<file path="config.mk">
export PLATFORM = sky130hd
export DESIGN_NAME = tx_pull_fifo_flat
export DESIGN_NICKNAME = d
export VERILOG_FILES = /design/src/rtl/tx_pull_fifo_pkg.sv /design/src/rtl/tx_pull_fifo_if.sv /design/src/rtl/tx_pull_fifo_mem.sv /design/src/rtl/tx_pull_fifo.sv /design/src/flat_wrapper.sv
export SDC_FILE = /design/constraint.sdc
export NUM_CORES = 1
export LEC_CHECK = 0
export CAP_MARGIN = 20
export CORE_UTILIZATION = 51
export DETAILED_ROUTE_END_ITERATION = 10
export PLACE_DENSITY = 0.78
export SKIP_LAST_GASP = 1
export SYNTH_ARGS = -nofsm -noshare
export SYNTH_HDL_FRONTEND = slang
export SYNTH_SLANG_ARGS = --single-unit
</file>
<file path="constraint.sdc">
create_clock -name clk -period 3.65 [get_ports clk]
set_input_delay 0.73 -clock clk [delete_from_list [all_inputs] [get_ports clk]]
set_output_delay 0.73 -clock clk [all_outputs]
set_load 0.1 [all_outputs]
</file>
<file path="src/rtl/tx_pull_fifo_pkg.sv">
// Shared TX pull definitions: default depth, pull-threshold decode, FDEBUG sticky bit positions.
// Optional TX_JOIN_EN doubles capacity in tx_pull_fifo; nothing here depends on it.
package tx_pull_fifo_pkg;

  localparam int DEFAULT_DEPTH = 4;

  // Base bit positions of the per-SM sticky flags in FDEBUG (add the SM index).
  localparam int FDEBUG_TXSTALL_LSB = 24;
  localparam int FDEBUG_TXOVER_LSB  = 16;

  function automatic logic [5:0] thr_decode(input logic [4:0] thresh);
    return (thresh == 5'd0) ? 6'd32 : {1'b0, thresh};
  endfunction

endpackage

</file>
<file path="src/rtl/tx_pull_fifo_if.sv">
// System-bus push side of the TX FIFO plus occupancy status.
// Level gains one extra bit when TX_JOIN_EN is defined.
interface tx_pull_fifo_if #(
  parameter int DEPTH = tx_pull_fifo_pkg::DEFAULT_DEPTH
);
  localparam int PTR_W = $clog2(DEPTH);
`ifdef TX_JOIN_EN
  localparam int LVL_W = PTR_W + 2;
`else
  localparam int LVL_W = PTR_W + 1;
`endif

  logic             push_valid;
  logic [31:0]      push_data;
  logic             push_ready;
  logic             full;
  logic             empty;
  logic [LVL_W-1:0] level;

  modport master (output push_valid, push_data, input push_ready, full, empty, level);
  modport slave  (input push_valid, push_data, output push_ready, full, empty, level);

endinterface

</file>
<file path="src/rtl/tx_pull_fifo_mem.sv">
// DEPTH x 32 storage array: registered write port, asynchronous read of the head entry.
module tx_pull_fifo_mem #(
  parameter int DEPTH = 4,
  parameter int AW    = $clog2(DEPTH)
) (
  input  logic          clk,
  input  logic          we,
  input  logic [AW-1:0] waddr,
  input  logic [31:0]   wdata,
  input  logic [AW-1:0] raddr,
  output logic [31:0]   rdata
);

  logic [31:0] mem [DEPTH];

  always_ff @(posedge clk) begin
    if (we) mem[waddr] <= wdata;
  end

  assign rdata = mem[raddr];

endmodule

</file>
<file path="src/rtl/tx_pull_fifo.sv">
// TX FIFO feeding the output shift register via PULL/autopull, with stall and TXSTALL/TXOVER flags.
// TX_JOIN_EN: adds join_rx_into_tx, doubling capacity with a second storage bank borrowed from RX.
module tx_pull_fifo
  import tx_pull_fifo_pkg::*;
#(
  parameter int DEPTH = DEFAULT_DEPTH,
  parameter int PTR_W = $clog2(DEPTH)
) (
  input  logic        clk,
  input  logic        reset,
  input  logic        penable,
  input  logic        restart,
  input  logic        clear,
  tx_pull_fifo_if.slave bus,
  input  logic        pull_req,
  input  logic        pull_block,
  input  logic        pull_ifempty,
  input  logic        out_req,
  input  logic        autopull_en,
  input  logic [4:0]  pull_thresh,
  input  logic [5:0]  osr_count,
  input  logic [31:0] x_value,
  output logic        osr_set,
  output logic [31:0] osr_din,
  output logic        stall,
  output logic        txstall,
  output logic        txover,
`ifdef TX_JOIN_EN
  input  logic        join_rx_into_tx,
`endif
  input  logic        txstall_clr,
  input  logic        txover_clr
);

`ifdef TX_JOIN_EN
  localparam int LVL_W = PTR_W + 2;
  localparam int PW    = PTR_W + 1;
`else
  localparam int LVL_W = PTR_W + 1;
  localparam int PW    = PTR_W;
`endif

  logic [LVL_W-1:0] cap, level_q;
  logic [PW-1:0]    wr_ptr, rd_ptr, wr_nxt, rd_nxt;
  logic [31:0]      head;
  logic             full, empty, push_acc, pop, stall_set, enough;

  // Restart leaves FIFO state alone; the shift register's count reset drives the refill.
  wire unused_restart = restart;

`ifdef TX_JOIN_EN
  assign cap = join_rx_into_tx ? LVL_W'(2 * DEPTH) : LVL_W'(DEPTH);
`else
  assign cap = LVL_W'(DEPTH);
`endif

  assign full     = (level_q == cap);
  assign empty    = (level_q == '0);
  assign push_acc = bus.push_valid && !full;
  assign wr_nxt   = (LVL_W'(wr_ptr) == cap - 1'b1) ? '0 : wr_ptr + 1'b1;
  assign rd_nxt   = (LVL_W'(rd_ptr) == cap - 1'b1) ? '0 : rd_ptr + 1'b1;

  assign bus.push_ready = !full;
  assign bus.full       = full;
  assign bus.empty      = empty;
  assign bus.level      = level_q;

`ifdef TX_JOIN_EN
  logic [31:0] rdata0, rdata1;
  tx_pull_fifo_mem #(.DEPTH(DEPTH)) u_mem0 (
    .clk(clk), .we(push_acc && !wr_ptr[PW-1]), .waddr(wr_ptr[PTR_W-1:0]),
    .wdata(bus.push_data), .raddr(rd_ptr[PTR_W-1:0]), .rdata(rdata0));
  // Upper half of the joined address space lives in the storage borrowed from RX.
  tx_pull_fifo_mem #(.DEPTH(DEPTH)) u_mem1 (
    .clk(clk), .we(push_acc && wr_ptr[PW-1]), .waddr(wr_ptr[PTR_W-1:0]),
    .wdata(bus.push_data), .raddr(rd_ptr[PTR_W-1:0]), .rdata(rdata1));
  assign head = rd_ptr[PW-1] ? rdata1 : rdata0;
`else
  tx_pull_fifo_mem #(.DEPTH(DEPTH)) u_mem0 (
    .clk(clk), .we(push_acc), .waddr(wr_ptr), .wdata(bus.push_data),
    .raddr(rd_ptr), .rdata(head));
`endif

  assign enough = (osr_count >= thr_decode(pull_thresh));

  always_comb begin
    osr_set   = 1'b0;
    osr_din   = head;
    stall     = 1'b0;
    pop       = 1'b0;
    stall_set = 1'b0;
    if (penable) begin
      if (pull_req) begin
        if (pull_ifempty && !enough) begin
        end else if (autopull_en && !enough) begin
        end else if (!empty) begin
          osr_set = 1'b1;
          pop     = 1'b1;
        end else if (pull_block) begin
          stall     = 1'b1;
          stall_set = 1'b1;
        end else begin
          osr_set = 1'b1;
          osr_din = x_value;
        end
      end else if (autopull_en && enough) begin
        if (!empty) begin
          osr_set = 1'b1;
          pop     = 1'b1;
        end else if (out_req) begin
          stall     = 1'b1;
          stall_set = 1'b1;
        end
      end
    end
  end

  always_ff @(posedge clk) begin
    if (reset || clear) begin
      wr_ptr  <= '0;
      rd_ptr  <= '0;
      level_q <= '0;
    end else begin
      if (push_acc) wr_ptr <= wr_nxt;
      if (pop)      rd_ptr <= rd_nxt;
      case ({push_acc, pop})
        2'b10:   level_q <= level_q + 1'b1;
        2'b01:   level_q <= level_q - 1'b1;
        default: level_q <= level_q;
      endcase
    end
  end

  always_ff @(posedge clk) begin
    if (reset) begin
      txstall <= 1'b0;
      txover  <= 1'b0;
    end else begin
      if (txstall_clr)    txstall <= 1'b0;
      else if (stall_set) txstall <= 1'b1;
      if (txover_clr)                    txover <= 1'b0;
      else if (bus.push_valid && full)   txover <= 1'b1;
    end
  end

endmodule

</file>
<file path="src/flat_wrapper.sv">
// flat-port wrapper written by rule: the top's interface ports become plain ports
module tx_pull_fifo_flat import tx_pull_fifo_pkg::*;
#(
  parameter int DEPTH = DEFAULT_DEPTH,
  parameter int PTR_W = $clog2(DEPTH)
)
  (clk, reset, penable, restart, clear, pull_req, pull_block, pull_ifempty, out_req, autopull_en, pull_thresh, osr_count, x_value, osr_set, osr_din, stall, txstall, txover, txstall_clr, txover_clr, bus_push_valid, bus_push_data, bus_push_ready, bus_full, bus_empty, bus_level);
  tx_pull_fifo_if #(.DEPTH(DEPTH)) bus_i ();
  input  logic clk;
  input  logic reset;
  input  logic penable;
  input  logic restart;
  input  logic clear;
  input  logic pull_req;
  input  logic pull_block;
  input  logic pull_ifempty;
  input  logic out_req;
  input  logic autopull_en;
  input  logic [4:0] pull_thresh;
  input  logic [5:0] osr_count;
  input  logic [31:0] x_value;
  output logic osr_set;
  output logic [31:0] osr_din;
  output logic stall;
  output logic txstall;
  output logic txover;
  input  logic txstall_clr;
  input  logic txover_clr;
  input wire logic [$bits(bus_i.push_valid)-1:0] bus_push_valid;
  input wire logic [$bits(bus_i.push_data)-1:0] bus_push_data;
  output wire logic [$bits(bus_i.push_ready)-1:0] bus_push_ready;
  output wire logic [$bits(bus_i.full)-1:0] bus_full;
  output wire logic [$bits(bus_i.empty)-1:0] bus_empty;
  output wire logic [$bits(bus_i.level)-1:0] bus_level;
  assign bus_i.push_valid = bus_push_valid;
  assign bus_i.push_data = bus_push_data;
  assign bus_push_ready = bus_i.push_ready;
  assign bus_full = bus_i.full;
  assign bus_empty = bus_i.empty;
  assign bus_level = bus_i.level;
  tx_pull_fifo #(.DEPTH(DEPTH), .PTR_W(PTR_W)) u_core (.clk(clk), .reset(reset), .penable(penable), .restart(restart), .clear(clear), .bus(bus_i), .pull_req(pull_req), .pull_block(pull_block), .pull_ifempty(pull_ifempty), .out_req(out_req), .autopull_en(autopull_en), .pull_thresh(pull_thresh), .osr_count(osr_count), .x_value(x_value), .osr_set(osr_set), .osr_din(osr_din), .stall(stall), .txstall(txstall), .txover(txover), .txstall_clr(txstall_clr), .txover_clr(txover_clr));
endmodule
</file>
### Word-level counts from Yosys, hierarchy flattened

Memories as Yosys holds them, arrays and structs flattened. A register that Yosys moved wholly into a read port is not among the register bits.
Index checks and enable logic that the tools add are counted.

* add/sub/neg operators: 4
* order comparisons: 1
* equal/unequal tests: 5
* multiplexer cells: 35
* reduce and logical (&&, ||, !) cells: 13

Operator list (number)
* two-way mux 32 bit: 6
* two-way mux 1 bit: 23
* two-way mux 2 bit: 4
* == test 2 bit, second input constant: 3
* greater-or-equal comparator 6 bit: 1
* two-way mux 6 bit: 1
* case mux 3 bit (2 select lines): 1
* logical AND 1 bit: 5
* zero test 5 bit: 1
* adder 2 x 1 -> 2 bit, second input constant: 2
* OR reduction 2 bit: 2
* adder 3 x 1 -> 3 bit, second input constant: 1
* == test 3 bit, second input constant: 1
* zero test 3 bit: 1
* subtractor 3 x 1 -> 3 bit, second input constant: 1
* == test 2 x 1 -> 1 bit, second input constant: 1
* zero test 1 bit: 2
* nonzero test 2 bit: 1
* logical OR 1 bit: 1

* register bits: 9
* memory bits (writable): 128
* bits of input ports: 88
* output and inout port bits: 42
* logic and storage cells: 64
* memories kept: 1

Memory list
* u_core.u_mem0.mem: words 4, width 32, rd ports 1, clocked after Yosys merged registers in 1, wr ports 1, RTL line tx_pull_fifo_mem.sv:14 `logic [31:0] mem [DEPTH];`

### Depth between registers and ports, before layout

* depth after elaboration: 11
* mapped depth: 13
* mapped depth without buffers: 13

### Hierarchy

From an unflattened synthesis, not the netlist that was laid out.

* cell total of the unflattened synthesis: 294
* area total of the unflattened synthesis: 5900.7 um^2

By module, submodules not included
* tx_pull_fifo_mem: times used 1, cells an instance 171, area each 4689.5 um^2, seq. area each 3843.7 um^2
* tx_pull_fifo: times used 1, cells an instance 123, area each 1211.2 um^2, seq. area each 180.2 um^2

### Least setup slack after synthesis

Ideal clock, no wire load.

* path type: reg-to-output
* start: register u_core.level_q[0] (netlist: u_core.bus.level[0])
* end: output port stall
* arrival time: 3.616 ns
* required time: 2.920 ns
* slack: -0.696 ns
* cell stages (with the launch flop): 5
* path buffers: 0
* cells stage by stage: dfxtp_1 -> or3_4 -> inv_1 -> nand3_1 -> a22oi_1

* word-level cells in the longest chain between the ends: 6
* elaborated cells on any way between the ends: 8
* those cells by class: 7 x mux; 1 x reduce/logical

Ends and longest elaborated chain
* start, declared: RTL line tx_pull_fifo.sv:43 `logic [LVL_W-1:0] cap, level_q;`
* start signal, assigned: RTL line tx_pull_fifo.sv:127 `2'b10: level_q <= level_q + 1'b1;`
* start signal, assigned: RTL line tx_pull_fifo.sv:128 `2'b01: level_q <= level_q - 1'b1;`
* start signal, assigned: RTL line tx_pull_fifo.sv:129 `default: level_q <= level_q;`
* zero test 3 bit *: RTL line tx_pull_fifo.sv:58 `assign empty = (level_q == '0);`
* net bus_empty: RTL line flat_wrapper.sv:33 `output wire logic [$bits(bus_i.empty)-1:0] bus_empty;`
* two-way mux 1 bit: RTL line tx_pull_fifo.sv:96 `end else if (!empty) begin`
* two-way mux 1 bit: RTL line tx_pull_fifo.sv:95 `end else if (autopull_en && !enough) begin`
* two-way mux 1 bit: RTL line tx_pull_fifo.sv:94 `if (pull_ifempty && !enough) begin`
* two-way mux 1 bit *: RTL line tx_pull_fifo.sv:93 `if (pull_req) begin`
* two-way mux 1 bit *: RTL line tx_pull_fifo.sv:92 `if (penable) begin`
* end, declared: RTL line flat_wrapper.sv:24 `output logic stall;`

The timed path passes the listed nets; every way through them passes the cells marked *.

### Final worst setup path

* start: input port pull_thresh[3]
* end: output port osr_din[23]

* word-level cells in the longest chain between the ends: 9
* elaborated cells on any way between the ends: 10
* those cells by class: 1 x order compare; 5 x mux; 4 x reduce/logical

Ends and longest elaborated chain
* start, declared: RTL line flat_wrapper.sv:19 `input logic [4:0] pull_thresh;`
* zero test 5 bit: RTL line tx_pull_fifo_pkg.sv:12 `return (thresh == 5'd0) ? 6'd32 : {1'b0, thresh};`
* two-way mux 6 bit *: RTL line tx_pull_fifo_pkg.sv:12
* greater-or-equal comparator 6 bit *: RTL line tx_pull_fifo.sv:84 `assign enough = (osr_count >= thr_decode(pull_thresh));`
* zero test 1 bit *: RTL line tx_pull_fifo.sv:94, tx_pull_fifo.sv:95
* logical AND 1 bit: RTL line tx_pull_fifo.sv:95
* two-way mux 32 bit: RTL line tx_pull_fifo.sv:95
* two-way mux 32 bit *: RTL line tx_pull_fifo.sv:94
* two-way mux 32 bit *: RTL line tx_pull_fifo.sv:93
* two-way mux 32 bit *: RTL line tx_pull_fifo.sv:92
* end, declared: RTL line flat_wrapper.sv:23 `output logic [31:0] osr_din;`

Mark *: on every way between the ends. The rest lies on a longest branch, timed or not.

==> run summary <==
leakage power - 3.07 nW
top post-synthesis cells by count - edfxtp_1, mux4_2, mux2_4
Synth Register Bits - 139
GR Util All Layers - 22.2%
final setup violation count - 32
Comb pwr share - 17.5%
CP Cell Sequence - buf_6, nor3_4, nand3_2, ha_4, nand2_4, o221a_4, o21a_2, or4_4, buf_8, buf_16, mux2_4, buf_12
CP endpoint kind - primary output
register area share after synthesis - 68.5%
Met3 Wirelength - 649 um
Peak VDD IR - 440 uV
vias - 3332
switch share - 25.2%
global route total overflow - 0
clk root buf - clkbuf_16
RSZ-0062 raised after global routing - yes
initial antenna violation count - 0
final setup TNS - -2180 ps
crit-path max cell delay - 470 ps
Buf+Inv Stages, Crit Path - 4
Worst R2R Start - u_core.bus.level[2]$_SDFFE_PP0P_
Final Hold Fails - 0
Max Cap Viol - 0
P_int - 3.09 mW
slowest stage cell, crit path - or4_4
Post-synth ARST share - 0%
Syn Inst Count - 298
clock share of power - 39.0%
Clock Skews - 15.9 ps
dpl hpwl - 7320 um
R2R setup slack - 1430 ps
synth warn - 0
DRT antenna net count - 0
Tot Pwr - 4.13 mW
fin nets - 550
first-pass GRT wire length - 18600 um
Initial Util - 52.2%
area grow syn2layout - 42.9%
clock slew at reported path FFs - 60 ps
n_diodes - 0
DR vias/cell - 5.51
status - finished with violations
crit path from - pull_thresh[3]
Synth Flop Type - edfxtp_1
CTS max path bufs - 2
CP startpoint kind - input pin
layout cells sized above 1 - 37.9%
delay-heaviest family, CP - simple AND/OR/NAND/NOR gates
f_max - 264 MHz
Tightest Pin Transition - 981 ps
Core Area - 0.0114 mm^2
Hold WC Path Type - reg2reg
M1 WL - 5040 um
Mapped Nets - 399
Synth top area share - 64.8%
top post-synthesis cells by area - edfxtp_1, mux4_2, mux2_4, dfxtp_1, ha_1
WS Path Type - in2out
Die Area - 0.0121 mm^2
number of synthesized flops with an enable pin - 128
post-layout util - 74.6%
vias in the first global route - 3555
Highest Signal Layer - met4
CP max FO - 5
Final Cycle Share - 104%
Sequential Power Share - 43.4%
PortBufs - 128
detail-routed net length per standard cell - 21.0 um
Reg2Reg Depth - 9
CTS Buf Count - 17
H-tree Lvls - 4
min cycle time layout - 3790 ps
largest net degree at the start of global routing - 33
Hold Path Depth - 2
WP data required - 2920 ps
post-synth top area cell - edfxtp_1
crit path capture - osr_din[23]
failing checks - setup timing
final WL - 12700 um
Crit path depth - 12
Power Density - 487 mW/mm^2
drc violations - 0
Hold Slack - 515 ps
DR iter-0 viols - 167
Final Slew Violations - 0
Placement Rows - 39
Worst-Skew Late Latency - 420 ps
Pre-antenna DRT Iters - 4
# clock sinks - 139
arrival time at the worst endpoint - 3060 ps
switching power - 1.04 mW
R2R Path End - u_core.bus.level[2]$_SDFFE_PP0P_
Ports - 130
Avg Synthesized Cell Area - 19.9 um^2
met2 WL post-DR - 6840 um
Post-Syn Area - 0.00593 mm^2
synth unique cells - 37
die height - 110 um
TritonCTS clock tree - done
final RePlAce weighted congestion - 0.734
count leader, synth - edfxtp_1
Final Worst Setup Slack - -145 ps
Die X - 110 um
headroom to the max-slew limit - 34.4%
worst min-delay path, stage by stage (launching register included):
cell and delay, ps:
dfxtp_1 350, nand2_1 70, a21oi_1 50
metrics by stage:
step	setup WS (ps)	cell area, um^2	std cells
after detailed placement	-450	7720	563
after floorplan	-136	5940	298
after global placement	-437	7720	563
after global routing	-197	8480	605
final	-145	8480	605
after CTS	-166	8510	606
power by group through the flow:
stage	combinational, mW	clock [mW]	sequential, mW
final	0.724	1.61	1.79
after global routing	0.751	1.70	1.80
after CTS	0.724	1.64	1.79
after detailed placement	0.693	0	1.83
after global placement	0.682	0	1.82
after floorplan	0.395	0	1.83
registers in the layout (all words and copies together), names as in the netlist, named ones only:
name	count
u_core.u_mem0.mem	128
u_core.bus.level	3
u_core.rd_ptr	2
u_core.wr_ptr	2
u_core.txover	1
u_core.txstall	1
cell usage in the layout, fill, tap and decap left out, drive strengths merged, types with 3 or more instances in the layout:
cell           instances
o21ai                  3
inv                   13
edfxtp               128
a21oi                 12
clkinv                 8
and3                   5
ha                    12
buf                   57
clkinvlp               3
nand2                  5
mux4                  32
or3                    3
mux2                  33
clkdlybuf4s50         81
dlygate4sd2            5
nor2                   5
dfxtp                 11
clkbuf                18
cells by family after synthesis:
logic type | share of synthesized area, %
AO/OA/AOI/OAI | 2.30
XOR/XNOR | 0.295
adder cells (fa/ha/maj) | 2.87
buffers and inverters | 2.59
flip-flops | 68.5
multiplexers | 20.3
AND/OR/NAND/NOR | 3.12
worst min-delay path by stage:
stage,startpoint,end,slack (ps)
after global routing,u_core.wr_ptr[0]$_SDFFE_PP0P_,u_core.wr_ptr[0]$_SDFFE_PP0P_,540
after global placement,u_core.rd_ptr[1]$_SDFFE_PP0N_,register,470
final,u_core.wr_ptr[0]$_SDFFE_PP0P_,u_core.wr_ptr[0]$_SDFFE_PP0P_,520
after detailed placement,u_core.txover$_SDFFE_PP0P_,u_core.txover$_SDFFE_PP0P_,500
after CTS,u_core.txover$_SDFFE_PP0P_,u_core.txover$_SDFFE_PP0P_,510
after floorplan,u_core.rd_ptr[1]$_SDFFE_PP0N_,register,470
cell type report:
type,count,area (um^2)
tap,143,179
multi-input combinational,134,1830
fill,666,2890
clock buffer,18,429
clock inverter,14,129
inverter,12,45.0
timing repair buffer,145,1800
sequential,139,4070
metal layers:
metal  up-vias  GRT usage (%)
li1       1513              -
met1      1690           26.1
met2       117           38.9
met3        12           5.22
met4         0           9.71
met5         -              0
what timing repair did:
| action | 4_1_cts | 5_1_grt |
|---|---|---|
| cloned | 3 | 0 |
| resized for setup | 45 | 3 |
| setup buffers | 8 | 2 |
| hold buffers | 0 | 0 |
| endpoints found under the setup margin | 33 | 32 |
| pin swaps | 10 | 4 |
Power figures use the tool's default switching activity.
